File: config.mk
export PLATFORM = sky130hd
export DESIGN_NAME = frame_peak_detector
export DESIGN_NICKNAME = d
export VERILOG_FILES = /design/src/rtl/fpga_template_pkg.sv /design/src/rtl/frame_peak_detector.sv
export SDC_FILE = /design/constraint.sdc
export NUM_CORES = 1
export LEC_CHECK = 0
export BUFFER_PORTS_ARGS = -buffer_cell sky130_fd_sc_hd__buf_2
export CORE_ASPECT_RATIO = 2
export CORE_MARGIN = 1
export CORE_UTILIZATION = 54
export CTS_BUF_LIST = sky130_fd_sc_hd__clkbuf_8 sky130_fd_sc_hd__clkbuf_16
export DETAILED_ROUTE_END_ITERATION = 7
export MAX_ROUTING_LAYER = met4
export PLACE_DENSITY = 0.87
export SYNTH_ARGS = -nofsm -noshare
export SYNTH_HDL_FRONTEND = slang
export SYNTH_SLANG_ARGS = --single-unit
File: constraint.sdc
create_clock -name clk_i -period 5.75 [get_ports clk_i]
set_clock_uncertainty 0.1 [all_clocks]
set_input_delay 1.4375 -clock clk_i [delete_from_list [all_inputs] [get_ports clk_i]]
set_output_delay 1.4375 -clock clk_i [all_outputs]
set_load 0.005 [all_outputs]
File: src/rtl/fpga_template_pkg.sv
`default_nettype none
// ============================================================================
//  Module      : fpga_template_pkg
//  Description : Shared types for the frame peak detector (FSM state encoding)
//  Revision    : 1.0 - initial release
// ============================================================================
package fpga_template_pkg;

   // Detector control states: waiting for a frame, accumulating, presenting result
   typedef enum logic [1:0] {
      ST_IDLE    = 2'd0,
      ST_COLLECT = 2'd1,
      ST_RESULT  = 2'd2
   } fpd_state_t;

endpackage : fpga_template_pkg
`default_nettype wire

File: src/rtl/frame_peak_detector.sv
`default_nettype none
// ============================================================================
//  Module      : frame_peak_detector
//  Description : Per-frame peak |sample|, its first index and the sum of
//                |sample| over a DEPTH-sample frame, with a valid/ready result
//  Revision    : 1.0 - initial release
// ============================================================================
module frame_peak_detector #(
   parameter int WIDTH      = 32,
   parameter int DEPTH      = 16,
   parameter int ADDR_WIDTH = $clog2(DEPTH),
   parameter int ACC_WIDTH  = WIDTH + ADDR_WIDTH
) (
   input  logic                  clk_i,
   input  logic                  rst_i,
   input  logic                  frame_start_i,
   input  logic [WIDTH-1:0]      sample_data_i,
   input  logic                  sample_valid_i,
   output logic                  sample_ready_o,
   output logic                  result_valid_o,
   input  logic                  result_ready_i,
   output logic [WIDTH-1:0]      peak_abs_o,
   output logic [ADDR_WIDTH-1:0] peak_index_o,
   output logic [ACC_WIDTH-1:0]  abs_sum_o,
   output logic                  frame_error_o
);
   import fpga_template_pkg::*;

   localparam logic [ADDR_WIDTH-1:0] C_LAST_INDEX = ADDR_WIDTH'(DEPTH - 1);

   fpd_state_t            state, next_state;
   logic [ADDR_WIDTH-1:0] count, next_count;
   logic [WIDTH-1:0]      peak, next_peak;
   logic [ADDR_WIDTH-1:0] peak_idx, next_idx;
   logic [ACC_WIDTH-1:0]  sum, next_sum;
   logic [WIDTH-1:0]      abs_val;
   logic                  clear_acc;
   logic                  xfer;
   logic                  load_result;
   logic                  next_error;

   // The result is valid exactly while the FSM sits in RESULT
   assign result_valid_o = (state == ST_RESULT);

   // Next-state, accumulator update and handshake decode
   always_comb begin
      next_state     = state;
      next_count     = count;
      next_peak      = peak;
      next_idx       = peak_idx;
      next_sum       = sum;
      sample_ready_o = 1'b0;
      clear_acc      = 1'b0;
      next_error     = 1'b0;
      load_result    = 1'b0;
      xfer           = 1'b0;
      // Two's-complement negate in WIDTH bits: the most-negative value maps to
      // 2^(WIDTH-1), which is representable as unsigned WIDTH bits.
      abs_val        = sample_data_i[WIDTH-1] ? (~sample_data_i + 1'b1) : sample_data_i;

      case (state)
         ST_IDLE: begin
            sample_ready_o = frame_start_i;
            if (frame_start_i) begin
               clear_acc  = 1'b1;
               next_state = ST_COLLECT;
            end
         end
         ST_COLLECT: begin
            sample_ready_o = 1'b1;
            // A new frame_start aborts the partial frame and restarts at index 0
            if (frame_start_i) begin
               clear_acc  = 1'b1;
               next_error = 1'b1;
            end
         end
         ST_RESULT: begin
            // Incoming frame is dropped; the held result is untouched
            if (frame_start_i) begin
               next_error = 1'b1;
            end
            if (result_ready_i) begin
               next_state = ST_IDLE;
            end
         end
         default: begin
            next_state = ST_IDLE;
         end
      endcase

      if (clear_acc) begin
         next_count = '0;
         next_peak  = '0;
         next_idx   = '0;
         next_sum   = '0;
      end

      xfer = sample_valid_i && sample_ready_o;
      if (xfer) begin
         next_sum = next_sum + ACC_WIDTH'(abs_val);
         // Strict compare so the first sample reaching the peak keeps the index
         if (abs_val > next_peak) begin
            next_peak = abs_val;
            next_idx  = next_count;
         end
         if (next_count == C_LAST_INDEX) begin
            next_state  = ST_RESULT;
            load_result = 1'b1;
         end
         next_count = next_count + 1'b1;
      end
   end

   // State, accumulators and result registers
   always_ff @(posedge clk_i or posedge rst_i) begin
      if (rst_i) begin
         state         <= ST_IDLE;
         count         <= '0;
         peak          <= '0;
         peak_idx      <= '0;
         sum           <= '0;
         peak_abs_o    <= '0;
         peak_index_o  <= '0;
         abs_sum_o     <= '0;
         frame_error_o <= 1'b0;
      end else begin
         state         <= next_state;
         count         <= next_count;
         peak          <= next_peak;
         peak_idx      <= next_idx;
         sum           <= next_sum;
         frame_error_o <= next_error;
         if (load_result) begin
            peak_abs_o   <= next_peak;
            peak_index_o <= next_idx;
            abs_sum_o    <= next_sum;
         end
      end
   end

endmodule : frame_peak_detector
`default_nettype wire
; ---- Word-level counts from Yosys, hierarchy flattened
; Index checks and enable logic that the tools add are counted.
; W data, S select, Z words.
[totals]
inputBits = 37
reg_bits = 151
wordCells = 43
out_inout_bits = 75
[classes]
n_eq_ne = 3
bitwise_logic = 1
muxes = 22
n_lt_le_gt_ge = 1
reduce_logical = 4
n_addsub = 3
[op_table]
columns = cell, n
row1 = $mux W32, 4
row2 = $mux W36, 2
row3 = $add A36 B32 Y36, 1
row4 = $add A32 B1 Y32 const B, 1
row5 = $gt A32 B32 Y1, 1
row6 = $not A32 Y32, 1
row7 = $mux W4, 5
row8 = $mux W2, 4
row9 = $pmux W2 S3, 1
row10 = $mux W1, 5
row11 = $add A4 B1 Y4 const B, 1
row12 = $eq A4 B4 Y1 const B, 1
row13 = $reduce_or A2 Y1, 2
row14 = $eq A2 B1 Y1 const B, 1
row15 = $eq A2 B2 Y1 const B, 1
row16 = $logic_not A2 Y1, 1
row17 = $pmux W1 S2, 1
row18 = $logic_and A1 B1 Y1, 1

; ---- Logic depth before layout (Yosys ltp)
[depth]
depth_word = 7
depth_mapped = 21

; ---- Least setup slack after synthesis
; OpenSTA, ideal clock, no wires.
[synth_timing]
path_type = input -> register
startpoint = in sample_data_i[2]
endpoint = reg abs_sum_o[34]
arrival_time_ps = 5640
path_buffers = 1
stages = 16
required_ps = 5509
slack_ps = -131
cell_sequence = or4_4 or4_1 buf_2 o41ai_1 xor2_1 inv_1 ha_1 a21oi_1 nor2b_1 o21a_1 a311o_1 o2111ai_1 o21ai_0 a221oi_1 or4_1 a31oi_1
[synth_between]
elab_chain_cells = 5
[synth_rtl]
columns = element, line
row1 = from (decl), frame_peak_detector.sv:17  ; input logic [WIDTH-1:0] sample_data_i,
row2 = $not A32 Y32, frame_peak_detector.sv:59  ; abs_val = sample_data_i[WIDTH-1] ? (~sample_data_i + 1'b1) : sample_data_i;
row3 = $add A32 B1 Y32, frame_peak_detector.sv:59
row4 = $mux W32 (*), frame_peak_detector.sv:59
row5 = $add A36 B32 Y36 (*), frame_peak_detector.sv:100  ; next_sum = next_sum + ACC_WIDTH'(abs_val);
row6 = $mux W36 (*), frame_peak_detector.sv:99  ; if (xfer) begin
row7 = to (signal assigned), frame_peak_detector.sv:136  ; abs_sum_o <= next_sum;
row8 = to (decl), frame_peak_detector.sv:24  ; output logic [ACC_WIDTH-1:0] abs_sum_o,
; Mark *: on every way between the ends. The rest lies on a longest branch, timed or not.
; A chain may end at the register's enable or synchronous reset.

; ---- Worst setup path after layout
[layout_timing]
startpoint = in sample_data_i[2]
endpoint = reg peak_abs_o[27]
[layout_between]
elab_chain_cells = 6
[layout_rtl]
columns = element, line
row1 = $not A32 Y32, frame_peak_detector.sv:59
row2 = $add A32 B1 Y32, frame_peak_detector.sv:59
row3 = $mux W32 (*), frame_peak_detector.sv:59
row4 = $gt A32 B32 Y1, frame_peak_detector.sv:102  ; if (abs_val > next_peak) begin
row5 = $mux W32 (*), frame_peak_detector.sv:102
row6 = $mux W32 (*), frame_peak_detector.sv:99
row7 = to (signal assigned), frame_peak_detector.sv:134  ; peak_abs_o <= next_peak;
row8 = to (decl), frame_peak_detector.sv:22  ; output logic [WIDTH-1:0] peak_abs_o,
; Marks and branches as above.

==> results.txt <==
* Result of the run: finished with violations
- Failing checks: DRC
- After clock tree synthesis, the clock-pin slew on the worst setup and hold paths is around 60 ps.
* Core footprint: ~18000 um^2
- Number of buffers inserted during clock tree synthesis: 17
- For this design the ratio of total power to cell area is 317.5 nW/um^2.
- For this design the static power due to leakage is between 6 and 7 nW.
* Number of inserted diodes: 0
* Die Area: 19060 um^2
* Number of max-cap violations: 0
* IO buf count: between 100 and 150
- The initial utilization of the core area, before any placement, comes to 0.5478.
- Layout cell share with drive strength beyond 1: 0.2454
* Crit end category: flop
- Via count of the first global-routing pass: 10270
- The share of synthesized area in the top cell type comes to 0.3786.
- Startpoint of the lowest-slack register-to-register path: state[0]$_DFF_PP0_
- Number of rows created at floorplan: 70
* Global-route wire length before repair: about 50 mm
* Global route total overflow: 0
- Highest attainable clock frequency: ~180 MHz
* Most numerous cell types in the synthesized netlist: nand2_1 (173), dfrtp_1 (151), o21ai_0 (112), nor2_1 (82), nand3_1 (78)
* Highest net fanout along the worst path: 14
- Final setup violating endpoints: 0
- Cells along the critical path: buf_2 -> or4_4 -> buf_4 -> nor4_2 -> buf_4 -> nand4_1 -> o31ai_2 -> xor2_1 -> inv_1 -> ha_1 -> nand2_1 -> nor2_2 -> nand4_1 -> mux2_4 -> or4_4 -> o211a_4 -> buf_4 -> nor4_1 -> a221o_1
- Setup repair after global routing left no endpoint under its margin.
* Die Span X: between 90 and 100 um
* Worst slack at placement: -433.5 ps
- Root Driver: clkbuf_16
* Final Net Count: ~1500
- The detail route stage leaves a number of antenna-violating nets equal to 0.
* TritonCTS clock tree: built
* Slew at the pin with the worst max-slew slack: slightly above 900 ps
- Nature of the critical path startpoint: input port
* DRC violation count after routing: 7
- Pins over their slew limit: 0
- Counting flops with a built-in enable in the synthesized netlist gives 0.
* Portion of the clock cycle consumed by the worst path in the final layout: 0.9658
- The largest individual stage delay along the critical path comes from the cell or4_4.
* Per-instance average area after synthesis: 8.464 um^2
- During I/O placement, the number of pins put on the boundary was 112.
- In the post-route analysis, the smallest setup slack over all paths is between 150 and 200 ps.
- Sequential cell area: ~3800 um^2
* Worst slew margin: 0.3874
- The clock net in this run drives a total of ~150 sinks.
- At the worst endpoint, the arrival time is 5820 ps.
- Combined area of the multi-input logic cells: 5863 um^2
- In this run the critical register-to-register path is captured at peak_abs_o[27]$_DFFE_PP0P_.
- For the worst flop-to-flop path, the logic depth is 15.
- Die height: about 190 um
- After filler insertion, the fill cell instance count of the layout stands at 1406.
* Post-CTS Hold Buffers: 0
- Max incr delay on CP: 570 ps
- Most frequent cell after synthesis: nand2_1
- The worst hold path belongs to the class flop to flop.
- The first routing iteration left between 700 and 800 violations.
* Top cells by area in the synthesized netlist: dfrtp_1 (38%), ha_1 (8.4%), nand2_1 (6.5%), o21ai_0 (5.6%), nand3_1 (3.9%)
- FF-to-FF setup slack: roughly 1300 ps
- Setup CP Type: input port to flop
* Warning count from the yosys run: 0
- Routability-driven placement congestion ratio: 0.9864
- Maximum resistive drop on vdd: between 0.00015 and 0.0002 V
- At the worst endpoint, the required time is between 6000 and 7000 ps.
* Drt via density: approximately 6.3
- Depth of the CTS H-tree: 4
* Total Neg Setup Slack: 0 ps
* Hold_sp: abs_sum_o[14]$_DFFE_PP0P_
- In this run the deepest clock path goes through 2 buffers.
* Syn Inst Count: ~1200
- In the final routed layout, each cell accounts on average for about 20 um.
* Post-detailed-placement half-perimeter wirelength: about 23 mm
- In the synthesized netlist the dominant register cell turns out to be dfrtp_1.
* Via count of the routed design: just over 10000
- The cell that appears most often on the critical path is buf_4.
- After synthesis the cells add up to around 10000 um^2.
* GRT Total Usage: 0.3547
- The area growth from synthesis to layout is 24.59%.
- The synthesized design spends more area on one cell type than any other, namely dfrtp_1.
- Number of endpoints with negative hold slack in the final report: 0
* DRT Pass-1 Iters: 7
- After synthesis the netlist holds a flip-flop and latch count of ~150.
* Sequential share of the synthesized area: 0.3786
- Clock latency at the later pin of the worst-skew pair: between 400 and 500 ps
- The synthesized netlist contains 67 unique library cells.
- Entering global routing, the biggest net connects 80 pins.
- Worst Hold Path Cells: 2
* Share of flip-flops with an asynchronous set or reset after synthesis: 1.000
- Hold Path Sink: abs_sum_o[14]$_DFFE_PP0P_
- Counting every net in the synthesized netlist gives roughly 1300.
- Clock period minus worst slack: about 5600 ps
- Initial antenna violation count: 0
- The routed design has 32.07 mm of wire.
[power by group]
group	total [mW]	internal, mW	switching, mW
Clock	1.13	0.670	0.459
Sequential	1.25	1.21	0.0397
Combinational	1.57	0.640	0.931
Total	3.95	2.52	1.43
[worst max path at each step]
| stage | startpoint | endpoint | cells past startpoint |
|---|---|---|---|
| 3_5_place_dp | sample_data_i[0] | peak_abs_o[16]$_DFFE_PP0P_ | 19 |
| 3_3_place_gp | sample_data_i[2] | peak_abs_o[20]$_DFFE_PP0P_ | 19 |
| 6_report | sample_data_i[2] | peak_abs_o[27]$_DFFE_PP0P_ | 19 |
| 2_1_floorplan | sample_data_i[0] | peak_abs_o[15]$_DFFE_PP0P_ | 21 |
| 4_1_cts | sample_data_i[2] | peak_abs_o[16]$_DFFE_PP0P_ | 19 |
| 5_1_grt | sample_data_i[2] | peak_abs_o[17]$_DFFE_PP0P_ | 19 |
[per-stage QoR]
step                      instances  hold WS, ps  total power [mW]  area, um^2  utilization
after floorplan                1179        369.8             2.198        9991            -
after global placement         1582        355.8             2.694       11700       0.6420
after detailed placement       1582        357.0             2.741       11700       0.6420
after CTS                      1614        372.0             3.882       12290       0.6748
after global routing           1618        399.2             4.148       12430       0.6825
final                          1618        369.3             3.948       12430       0.6825
[critical path: cells and delay by family]
kind | cells | cell delay [ps]
AOI/OAI and AO/OA | 3 | 690
xor gates and xnor gates | 1 | 280
adders and majority gates | 1 | 310
buffers and inverters | 5 | 710
muxes | 1 | 290
and+or+nand+nor | 8 | 2080
[cells in the final DEF (no fill, tap or decap), types with 5 or more instances in the layout]
cell,instances
nor4_1,7
o31ai_1,13
nand2_1,171
nand4_1,34
a21o_1,18
buf_2,111
o211ai_1,7
o21ai_1,7
nor4_2,6
mux2i_1,6
or3_1,6
and2_1,36
o21a_1,9
nor2b_1,6
o21bai_1,5
nand3_1,78
nor3_1,11
mux2_2,11
dfrtp_1,151
nor2_1,81
xor2_1,39
a221o_1,12
ha_1,67
nand2b_1,8
clkbuf_16,17
inv_1,56
o21ai_0,106
a21oi_1,43
a21boi_0,5
xnor2_1,18
buf_4,142
a31oi_1,12
[registers in the layout (all words and copies together) (netlist names)]
register       flops
abs_sum_o         36
sum               36
peak              32
peak_abs_o        32
count              4
peak_idx           4
peak_index_o       4
state              2
frame_error_o      1
[kinds of logic after synthesis]
family | Yosys count | synth area share
flops | 151 | 0.3786
simple gates | 480 | 0.2346
fa+ha+maj | 68 | 0.08601
compound gates | 280 | 0.1783
mux | 18 | 0.01993
xor+xnor | 59 | 0.05328
buf+inv | 123 | 0.04927
[metal layers]
metal  global-route usage  vias to the layer above  part of all wire
met4               0.3126                        0             0.093
met2               0.5991                      494              0.52
met3              0.05804                      202             0.054
met1               0.3456                     4821              0.33
li1                     -                     4606                 -
met5                    -                        -                 0
[timing repair]
item / 4_1_cts / 5_1_grt
buffers inserted: 0 / 4
gates cloned: 0 / 0
pin swaps: 0 / 7
setup endpoints to repair: 1 / 89
gates resized for setup: 1 / 21
[cell type report]
class	count	share of cell area
flip-flops and latches	151	0.3039
well taps	216	0.02174
inverters	56	0.01731
clock buffers	20	0.03754
multi-input cells	905	0.4716
clock inverters	12	0.01016
repair buffers	258	0.1378
Note: power is estimated with default switching activity, not from simulation.
